**config.mk**
```make
export PLATFORM = sky130hd
export DESIGN_NAME = cbus_arbiter
export DESIGN_NICKNAME = d
export VERILOG_FILES = /design/src/rtl/cbus_arbiter.sv
export SDC_FILE = /design/constraint.sdc
export NUM_CORES = 1
export LEC_CHECK = 0
export CORE_AREA = 2 2 164 166
export DETAILED_ROUTE_END_ITERATION = 8
export DIE_AREA = 0 0 166 168
export PLACE_DENSITY = 0.68
export SYNTH_ARGS = -nofsm -noshare
export SYNTH_HDL_FRONTEND = slang
export SYNTH_SLANG_ARGS = --single-unit
```
**constraint.sdc**
```tcl
create_clock -name clk -period 1.85 [get_ports clk]
set_input_delay 0.4625 -clock clk [delete_from_list [all_inputs] [get_ports clk]]
set_output_delay 0.4625 -clock clk [all_outputs]
set_load 0.005 [all_outputs]
```
**src/rtl/cbus_arbiter.sv**
```systemverilog
// CBus arbiter: shares one memory-side CBus port among NUM_REQ requesters
// (0 = ICache, 1 = DCache, 2 = uncached). Round-robin grant, locked for a
// whole burst, with beat counting and a sticky protocol-violation flag.

package cbus_pkg;
  localparam logic [3:0] MLEN1  = 4'd0;
  localparam logic [3:0] MLEN16 = 4'd15;

  typedef struct packed {
    logic        valid;
    logic        is_write;
    logic [31:0] addr;
    logic [3:0]  len;     // beats - 1
    logic [31:0] wdata;
  } cbus_req_t;

  typedef struct packed {
    logic        ready;
    logic        last;
    logic [31:0] data;
  } cbus_resp_t;
endpackage

module cbus_arbiter
  import cbus_pkg::*;
#(
  parameter int NUM_REQ  = 3,
  parameter int IDX_BITS = $clog2(NUM_REQ)
) (
  input  logic                clk,
  input  logic                reset,
  input  cbus_req_t           ireqs  [NUM_REQ],
  output cbus_resp_t          oresps [NUM_REQ],
  output cbus_req_t           oreq,
  input  cbus_resp_t          iresp,
  output logic                busy,
  output logic [IDX_BITS-1:0] owner,
  output logic                proto_err
);

  typedef enum logic {IDLE, BUSY} state_e;

  state_e              state_q, state_d;
  logic [IDX_BITS-1:0] owner_q, owner_d;
  logic [IDX_BITS-1:0] rr_ptr_q, rr_ptr_d;
  logic [7:0]          beat_cnt_q, beat_cnt_d;
  logic                proto_err_q, proto_err_d;
  logic [31:0]         addr_q, addr_d;
  logic                is_write_q, is_write_d;
  logic [3:0]          len_q, len_d;

  logic                grant_found;
  logic [IDX_BITS-1:0] grant_idx;
  logic [IDX_BITS-1:0] scan_idx;
  cbus_req_t           owner_req;
  logic [8:0]          beat_inc;
  logic [8:0]          exp_beats;

  // Wrap with an explicit compare so non-power-of-2 NUM_REQ stays correct.
  function automatic logic [IDX_BITS-1:0] next_idx(input logic [IDX_BITS-1:0] i);
    return (i == IDX_BITS'(NUM_REQ - 1)) ? '0 : i + 1'b1;
  endfunction

  assign owner_req = ireqs[owner_q];
  assign beat_inc  = {1'b0, beat_cnt_q} + 9'd1;
  assign exp_beats = {5'd0, len_q} + 9'd1;

  // Round-robin scan: first valid requester at or after rr_ptr wins.
  always_comb begin
    // NOTE: every variable gets a default before any branch, so no latch is inferred.
    grant_found = 1'b0;
    grant_idx   = rr_ptr_q;
    scan_idx    = rr_ptr_q;
    for (int k = 0; k < NUM_REQ; k++) begin
      if (!grant_found && ireqs[scan_idx].valid) begin
        grant_found = 1'b1;
        grant_idx   = scan_idx;
      end
      scan_idx = next_idx(scan_idx);
    end
  end

  // Next-state logic: grant, beat counting, completion and violation detection.
  always_comb begin
    state_d     = state_q;
    owner_d     = owner_q;
    rr_ptr_d    = rr_ptr_q;
    beat_cnt_d  = beat_cnt_q;
    proto_err_d = proto_err_q;
    addr_d      = addr_q;
    is_write_d  = is_write_q;
    len_d       = len_q;
    unique case (state_q)
      IDLE: begin
        if (iresp.ready) proto_err_d = 1'b1;  // memory must not respond unasked
        if (grant_found) begin
          state_d    = BUSY;
          owner_d    = grant_idx;
          beat_cnt_d = '0;
          addr_d     = ireqs[grant_idx].addr;
          is_write_d = ireqs[grant_idx].is_write;
          len_d      = ireqs[grant_idx].len;
        end
      end
      BUSY: begin
        // The owner must hold valid and a stable command until the last beat.
        if (!owner_req.valid) proto_err_d = 1'b1;
        if (owner_req.addr != addr_q || owner_req.is_write != is_write_q ||
            owner_req.len != len_q) proto_err_d = 1'b1;
        if (iresp.ready) begin
          if (beat_cnt_q != 8'hff) beat_cnt_d = beat_cnt_q + 8'd1;
          if (iresp.last) begin
            if (beat_inc != exp_beats) proto_err_d = 1'b1;
            // Completion always returns to IDLE, giving one gap cycle.
            state_d    = IDLE;
            rr_ptr_d   = next_idx(owner_q);
            beat_cnt_d = '0;
          end else if (beat_inc == exp_beats) begin
            proto_err_d = 1'b1;
          end
        end
      end
      default: state_d = IDLE;
    endcase
  end

  // State registers; reset drops any in-flight burst immediately.
  always_ff @(posedge clk or negedge reset) begin
    if (!reset) begin
      state_q     <= IDLE;
      owner_q     <= '0;
      rr_ptr_q    <= '0;
      beat_cnt_q  <= '0;
      proto_err_q <= 1'b0;
      addr_q      <= '0;
      is_write_q  <= 1'b0;
      len_q       <= '0;
    end else begin
      // NOTE: non-blocking so every register samples the pre-edge values.
      state_q     <= state_d;
      owner_q     <= owner_d;
      rr_ptr_q    <= rr_ptr_d;
      beat_cnt_q  <= beat_cnt_d;
      proto_err_q <= proto_err_d;
      addr_q      <= addr_d;
      is_write_q  <= is_write_d;
      len_q       <= len_d;
    end
  end

  // Output routing: the owner is connected straight through while BUSY.
  always_comb begin
    oreq = '0;
    for (int i = 0; i < NUM_REQ; i++) oresps[i] = '0;
    if (state_q == BUSY) begin
      oreq            = owner_req;
      oresps[owner_q] = iresp;
    end
  end

  assign busy      = (state_q == BUSY);
  assign owner     = owner_q;
  assign proto_err = proto_err_q;

endmodule

```
# Word-level counts from Yosys, hierarchy flattened
# Index checks and enable logic that the tools add are counted.
# Widths: inputs -> output; s select.
[word_totals]
output_inout_bits = 176
ff_bits = 51
wordCells = 94
input_bits = 246
[op_classes]
bitwise = 7
n_addsub = 6
order_cmp = 6
eq_ne = 13
n_reduce_logical = 10
n_mux = 44
[op_table]
columns = ["operator", "count"]
rows = [
  ["$bmux 70 s2", 5],
  ["$mux 70", 9],
  ["$mux 69", 2],
  ["$and 102x102->102", 1],
  ["$mux 102", 1],
  ["$demux 34 s2", 1],
  ["$mux 34", 1],
  ["$mux 8", 4],
  ["$ne 32x32->1", 1],
  ["$pmux 8 s2", 1],
  ["$ge 3x3->1 const B", 5],
  ["$not 2->3", 5],
  ["$mux 1", 13],
  ["$mux 2", 5],
  ["$add 8x1->9 const B", 1],
  ["$eq 9x5->1", 1],
  ["$ne 9x5->1", 1],
  ["$add 8x1->8 const B", 1],
  ["$ne 8x8->1 const B", 1],
  ["$add 2x1->2 const B", 3],
  ["$eq 2x2->1 const B", 3],
  ["$ne 2x2->1 const B", 3],
  ["$reduce_and 3->1", 2],
  ["$add 4x1->5 const B", 1],
  ["other kinds (10)", 15],
]

# Longest topological paths before layout
# Gate-level depths: netlist of run 1.
[logic_depth]
depth_word = 15
ltp_mapped = 9

# Worst setup path before layout of run 1
# OpenSTA, ideal clock, no wires.
[synth_timing]
path_kind = "reg-to-output"
from = "register owner_q[1], in the netlist owner[1]"
to = "output oresps[100] (netlist name)"
path_stages_with_launch = 7
setup_slack_ns = -0.162
t_arrival_ns = 1.550
required_ns = 1.387
cell_sequence = "dfrtp_1 -> buf_2 -> clkbuf_1 -> or2_2 -> clkbuf_1 -> clkbuf_1 -> nor2_1"
[synth_rtl]
columns = ["element", "line_no", "source"]
rows = [
  ["start, declared", "44", "logic [IDX_BITS-1:0] owner_q, owner_d;"],
  ["start signal, assigned", "141", "owner_q <= owner_d;"],
  ["end, declared", "33", "output cbus_resp_t oresps [NUM_REQ],"],
]

==> results of run 1 <==
[cell usage after synthesis, types with 11 or more instances]
cell,n,area share [%]
o2bb2ai_1,31,4.7
buf_2,17,1.5
buf_1,11,0.71
clkbuf_1,34,2.2
xor2_1,36,5.4
dfrtp_1,51,22
o21ai_0,54,4.6
and2_1,38,4.1
a21oi_1,61,5.3
mux2i_1,100,17
nand3_1,11,0.95
mux2_2,11,2.1
nor2_1,197,13
nand2_1,89,5.7
[cell families after synthesis]
group                      after synthesis  synth area share, %
DFF                                     51                 21.9
and+or+nand+nor                        366                 26.9
muxes                                  111                 19.3
AOI/OAI and AO/OA                      174                 18.3
adders and majority gates                2                0.430
buffers and inverters                   80                 6.33
xor gates and xnor gates                45                 6.78
[stage by stage]
stage               total power [mW]  setup WS (ps)
finish                          15.6           -668
global route                    16.4           -766
CTS                             14.0           -638
detailed placement              9.97           -898
global placement                9.91           -851
floorplan                       5.70          -17.7
[state kept, by name, indices dropped and copies added, names as in the netlist]
signal and cells:
rr_ptr_q 2, busy 1, is_write_q 1, addr_q 32, beat_cnt_q 8, len_q 4
owner 2, proto_err 1
[cells in the final DEF, fill, tap and decap left out, drive strengths merged, types with 10 or more instances in the layout]
cell type / count
mux2: 11
nor2: 198
buf: 392
nand3: 11
clkbuf: 38
dfrtp: 51
mux2i: 100
a22oi: 10
o2bb2ai: 31
clkdlybuf4s50: 242
nand2: 89
xor2: 36
a21oi: 61
and2: 38
o21ai: 55
[per-layer routing]
metal	track usage (%)	vias to the layer above
met2	40.7	316
li1	-	4098
met5	0	-
met4	5.18	0
met1	28.1	4169
met3	3.55	54
[cell type report]
type / instances / area share (%)
antenna: 1 / 0.0174
clock buffer: 7 / 0.924
clock inverter: 1 / 0.0349
inverter: 10 / 0.262
multi-input combinational: 698 / 39.3
sequential: 51 / 8.94
tap: 341 / 2.97
timing repair buffer: 682 / 47.5
[what timing repair did]
action                                  in CTS  in global routing
endpoints found under the setup margin     223                219
gates resized for setup                    763                361
buffers inserted                            90                 55
pin swaps                                   77                 98
cloned                                      22                  6
hold buffers                                 0                  0
[report_power, final]
part           total [mW]  switching [mW]  internal [mW]
Clock               0.939           0.437          0.503
Sequential           1.69           0.258           1.43
Combinational        12.9            5.67           7.26
[critical path, delay by kind of cell (launching register included)]
| kind | cells | cell delay, ps |
|---|---|---|
| flip-flops | 1 | 540 |
| buffers and inverters | 6 | 820 |
| AND/OR/NAND/NOR | 2 | 400 |
[final timing paths]
check	from	to	slack [ps]
setup / recovery	owner[0]$_DFFE_PN0P_	oresps[100]	-670
hold / removal	reset	addr_q[14]$_DFFE_PN0P_	150
setup reg to reg	owner[0]$_DFFE_PN0P_	proto_err$_DFFE_PN0P_	-640
hold reg to reg	addr_q[28]$_DFFE_PN0P_	addr_q[28]$_DFFE_PN0P_	510
max in group asynchronous	reset	busy$_DFF_PN0_	1410
min in group clk	addr_q[28]$_DFFE_PN0P_	addr_q[28]$_DFFE_PN0P_	510
==> impl_metrics.json, run 1 <==
{
  "status": "finished with violations",
  "violations": "negative setup slack",
  "hold_viol": 0,
  "start_util_pct": 22.1,
  "post-route-util_pct": 54.4,
  "worstPathMaxFanout": 5,
  "postLayoutSetupSlackWorst_ps": -668,
  "wl_met3_um": 1910,
  "wl_um": 35100,
  "tritoncts": "built",
  "area_delta_synth_final_pct": 147,
  "p_leak_nw": 6.50,
  "cts-htree-levels": 2,
  "cp_slowest_cell": "dfrtp_4",
  "finalClockSkew_ps": 8.61,
  "slew_viol_final": 0,
  "timing.final.crit_share_pct": 136,
  "synth_seq_area_share_pct": 21.9,
  "die_h_um": 168,
  "min_path_type": "in2async",
  "synth_cell_types": 46,
  "fill_cells": 2332,
  "vdd_ir_drop_max_v": 0.000731,
  "multiInputGateArea_um2": 5640,
  "ys_warn_count": 0,
  "place_hpwl_um": 21900,
  "core_um2": 26400,
  "ff2ff_path_depth": 10,
  "period_minus_slack_ps": 2520,
  "num_vias": 8637,
  "route.antenna.remaining_nets": 0,
  "finalWeightedCongestion": 0.830,
  "fin_setup_tns_ps": -76080,
  "dpl-instance-area_um2": 11300,
  "maxSlewHeadroom_pct": 70.3,
  "grt_pass1_vias": 8538,
  "cts_buffer_depth": 2,
  "p_per_area_nw_per_um2": 1080,
  "grt_remaining_overflow": 0,
  "worstSetupStartpointType": "flip-flop",
  "regArea_um2": 1280,
  "drive_above_1_share_pct": 46.8,
  "clk_latency_ps": 290,
  "final_cells": 1791,
  "synth_edf_count": 0,
  "ys_ff_latch": 51,
  "grt_max_degree": 52,
  "critical_path_class": "reg2out",
  "crit_top_cell": "buf_4",
  "dr.pass1.iters": 4,
  "synth_flop_cell": "dfrtp_1",
  "rsz0062_at_grt": "yes",
  "layout.nets": 1696,
  "die_area_um2": 27900,
  "worst_path_largest_cell_delay_ps": 540,
  "setup-violations-final": 176,
  "drv_cap": 0,
  "syn_nets": 1077,
  "drtIter0Drc": 452,
  "cts_sinks": 51,
  "cts_root_buffer": "clkbuf_16",
  "fmax_mhz": 397,
  "top_layer": "met4",
  "m1WireLength_um": 14600,
  "row_count": 60,
  "cp.arrival_ps": 2060,
  "final_area_um2": 14300,
  "cp_cell_sequence": "buf_4 > buf_12 > or2_4 > buf_6 > clkbuf_16 > buf_4 > nor2_2 > buf_2",
  "worstPathRequired_ps": 1390,
  "clkTransAtPathRegs_ps": 70,
  "wire_per_inst_um": 19.6,
  "grt_pass1_wl_um": 49500,
  "cp-end-kind": "primary output",
  "cts_buffers": 5,
  "track_usage_pct": 22.5,
  "syn_inst": 829,
  "antenna_found_initial": 2,
  "portBuffers": 421,
  "synth_area_um2": 5810,
  "syn_area_per_cell_um2": 7.01,
  "drc": 0,
  "async_flop_share_pct": 100,
  "dpl.cell_count": 1634,
  "io_pins": 422,
  "drt-vias-per-instance": 4.82,
  "die_w_um": 166,
  "worstMarginPinSlew_ps": 446,
  "hold_ws_ps": 146,
  "wl_met2_um": 17900
}
Note: power is estimated with default switching activity, not from simulation.
==> inputs of run 2 (changes only) <==
==> constraint.sdc (replaced) <==
create_clock -name clk -period 1.85 [get_ports clk]
set_input_delay 0.4625 -clock clk [delete_from_list [all_inputs] [get_ports clk]]
set_output_delay 0.4625 -clock clk [all_outputs]
set_load 0.02 [all_outputs]
==> run 2 against run 1 <==
Largest cell class unchanged. Final area decreased by 2.9%. Cell count down 0.73%. Clock power rose by 5.0%. Clock skew increased by 1.4 ps. The flow still finishes with violations (negative setup slack). Largest power group unchanged. Power grew 1.1%. Register-to-register slack improved by 90 ps. Critical path depth down 2. Hold slack improved by 7.4 ps. Non-clock buffer count fell by 15. First-iteration DRC count decreased by 3.3%.
==> impl_metrics.json, run 2 (synthesized netlist as in run 1, its figures left out) <==
{
  "status": "finished with violations",
  "violations": "negative setup slack",
  "critical_path_class": "reg2out",
  "grt_pass1_wl_um": 47000,
  "tritoncts": "built",
  "slew_viol_final": 0,
  "p_switching_mw": 7.19,
  "io_pins": 422,
  "p_per_area_nw_per_um2": 1130,
  "post-route-util_pct": 52.9,
  "top_regs": "addr_q x32, beat_cnt_q x8, len_q x4",
  "cp.arrival_ps": 1940,
  "postLayoutSetupSlackWorst_ps": -557,
  "start_util_pct": 22.1,
  "cts-htree-levels": 2,
  "num_vias": 8448,
  "grt_max_degree": 52,
  "clkTransAtPathRegs_ps": 80,
  "p_int_mw": 8.54,
  "finalWeightedCongestion": 0.825,
  "rsz0062_at_grt": "yes",
  "fill_cells": 2345,
  "setup-violations-final": 194,
  "use_met3_pct": 4.35,
  "final_cells": 1778,
  "pwr-share-seq_pct": 10.8,
  "drive_above_1_share_pct": 47.7,
  "drc": 0,
  "hold_ws_ps": 154,
  "die_area_um2": 27900,
  "wl_um": 34000,
  "portBuffers": 421,
  "core_um2": 26400,
  "p_leak_nw": 6.17,
  "cts_sinks": 51,
  "dpl.cell_count": 1676,
  "layout_common_cells": "241 x clkdlybuf4s50_1, 233 x buf_4, 100 x buf_6",
  "period_minus_slack_ps": 2410,
  "grt_remaining_overflow": 0,
  "row_count": 60,
  "switching_share_pct": 45.7,
  "final_area_um2": 13900,
  "combinationalPowerShare_pct": 83.0,
  "grt.busiest_layer": "met2",
  "clkPwrFrac_pct": 6.3,
  "worstMarginPinSlew_ps": 393,
  "area_delta_synth_final_pct": 140,
  "rrSetupSlack_ps": -550,
  "multiInputGateArea_um2": 5500,
  "cts_hold_buf": 0,
  "finalClockSkew_ps": 10.0,
  "dr.pass1.iters": 5,
  "use_met1_pct": 26.4,
  "r2r_start": "owner[0]$_DFFE_PN0P_",
  "timing.final.crit_share_pct": 130,
  "cts_buffers": 5,
  "worstPathRequired_ps": 1390,
  "die_w_um": 166,
  "regArea_um2": 1280,
  "track_usage_pct": 21.4,
  "layout.nets": 1684,
  "n_antenna_cell": 0,
  "wire_per_inst_um": 19.1,
  "place_hpwl_um": 23900,
  "met2_usage_pct": 36.8,
  "route.antenna.remaining_nets": 0,
  "pre_cts_slack_ps": -938,
  "largest_reg_flops": 32,
  "worstPathMaxFanout": 8,
  "ff2ff_path_depth": 10,
  "hold_viol": 0,
  "die_h_um": 168,
  "grt_pass1_vias": 8154,
  "min_path_type": "in2async",
  "worstSetupStartpointType": "flip-flop",
  "vdd_ir_drop_max_v": 0.000596,
  "final_common_cell": "clkdlybuf4s50_1",
  "drt-vias-per-instance": 4.75,
  "worstReg2RegEnd": "proto_err$_DFFE_PN0P_",
  "dpl-instance-area_um2": 12200,
  "cp-end-kind": "primary output",
  "drv_cap": 0,
  "cts_buffer_depth": 2,
  "antenna_found_initial": 2,
  "drtIter0Drc": 437,
  "regMostFlops": "addr_q",
  "fmax_mhz": 415,
  "maxSlewHeadroom_pct": 73.7,
  "clk_latency_ps": 300,
  "cts_root_buffer": "clkbuf_16"
}
run 2: cell count changes in the layout (fill, tap and decap cells not counted), moves of 10 or more:
| cell | previous run | this run |
|---|---|---|
| buf_8 | 15 | 3 |
| buf_16 | 15 | 5 |
| mux2i_1 | 69 | 91 |
| buf_2 | 116 | 42 |
| clkbuf_2 | 24 | 0 |
| nor2_1 | 121 | 65 |
| o2bb2ai_1 | 0 | 13 |
| mux2i_4 | 13 | 1 |
| buf_4 | 121 | 233 |
| mux2i_2 | 18 | 8 |
| buf_6 | 85 | 100 |
| buf_12 | 40 | 29 |
| nor2_4 | 30 | 80 |
| o2bb2ai_4 | 23 | 8 |
run 2: worst max-delay path by stage:
stage                         startpoint                    end  depth (start not counted)
finish              owner[0]$_DFFE_PN0P_               oreq[62]                          6
global route        owner[0]$_DFFE_PN0P_  proto_err$_DFFE_PN0P_                         10
CTS                 owner[0]$_DFFE_PN0P_  proto_err$_DFFE_PN0P_                         10
detailed placement            ireqs[133]  proto_err$_DFFE_PN0P_                         10
global placement              ireqs[133]  proto_err$_DFFE_PN0P_                         10
floorplan           owner[1]$_DFFE_PN0P_            oresps[100]                          6
run 2: repair_timing:
item	in CTS	in global routing
buffers inserted	42	38
setup endpoints to repair	223	218
resized for setup	835	223
hold endpoints to repair	0	0
pin swaps	12	39
gates cloned	9	9
run 2: layer usage:
layer | up-vias | routed length [µm]
li1 | 4063 | -
met1 | 3947 | 14000
met2 | 373 | 16900
met3 | 61 | 2040
met4 | 4 | 1040
met5 | - | 17
run 2: area by class of cell:
| cell class | count | area share [%] |
|---|---|---|
| repair buffers | 667 | 46.8 |
| clock inverters | 3 | 0.198 |
| well taps | 341 | 3.06 |
| multi-input cells | 701 | 39.5 |
| inverters | 10 | 0.296 |
| clock buffers | 5 | 0.898 |
| flip-flops and latches | 51 | 9.20 |
run 2: critical path: stages (launching register included):
cell	delay, ps
dfrtp_4	580
nor2b_4	160
buf_6	160
clkbuf_16	170
o2bb2ai_1	160
and2_1	170
clkdlybuf4s15_2	260
run 2: power groups by stage:
stage	Clock (mW)	Sequential, mW	Combinational (mW)
after floorplan	0	1.67	5.81
after global placement	0	1.69	10.3
after detailed placement	0	1.70	10.3
after CTS	1.01	1.68	11.3
after global routing	1.05	1.74	13.7
final	0.986	1.69	13.1
run 2: metrics by stage:
| step | TNS [ps] | power [mW] |
|---|---|---|
| 2_1_floorplan | -4200 | 7.48 |
| 3_3_place_gp | -118480 | 12.0 |
| 3_5_place_dp | -121330 | 12.1 |
| 4_1_cts | -71230 | 14.0 |
| 5_1_grt | -84760 | 16.5 |
| 6_report | -72420 | 15.7 |
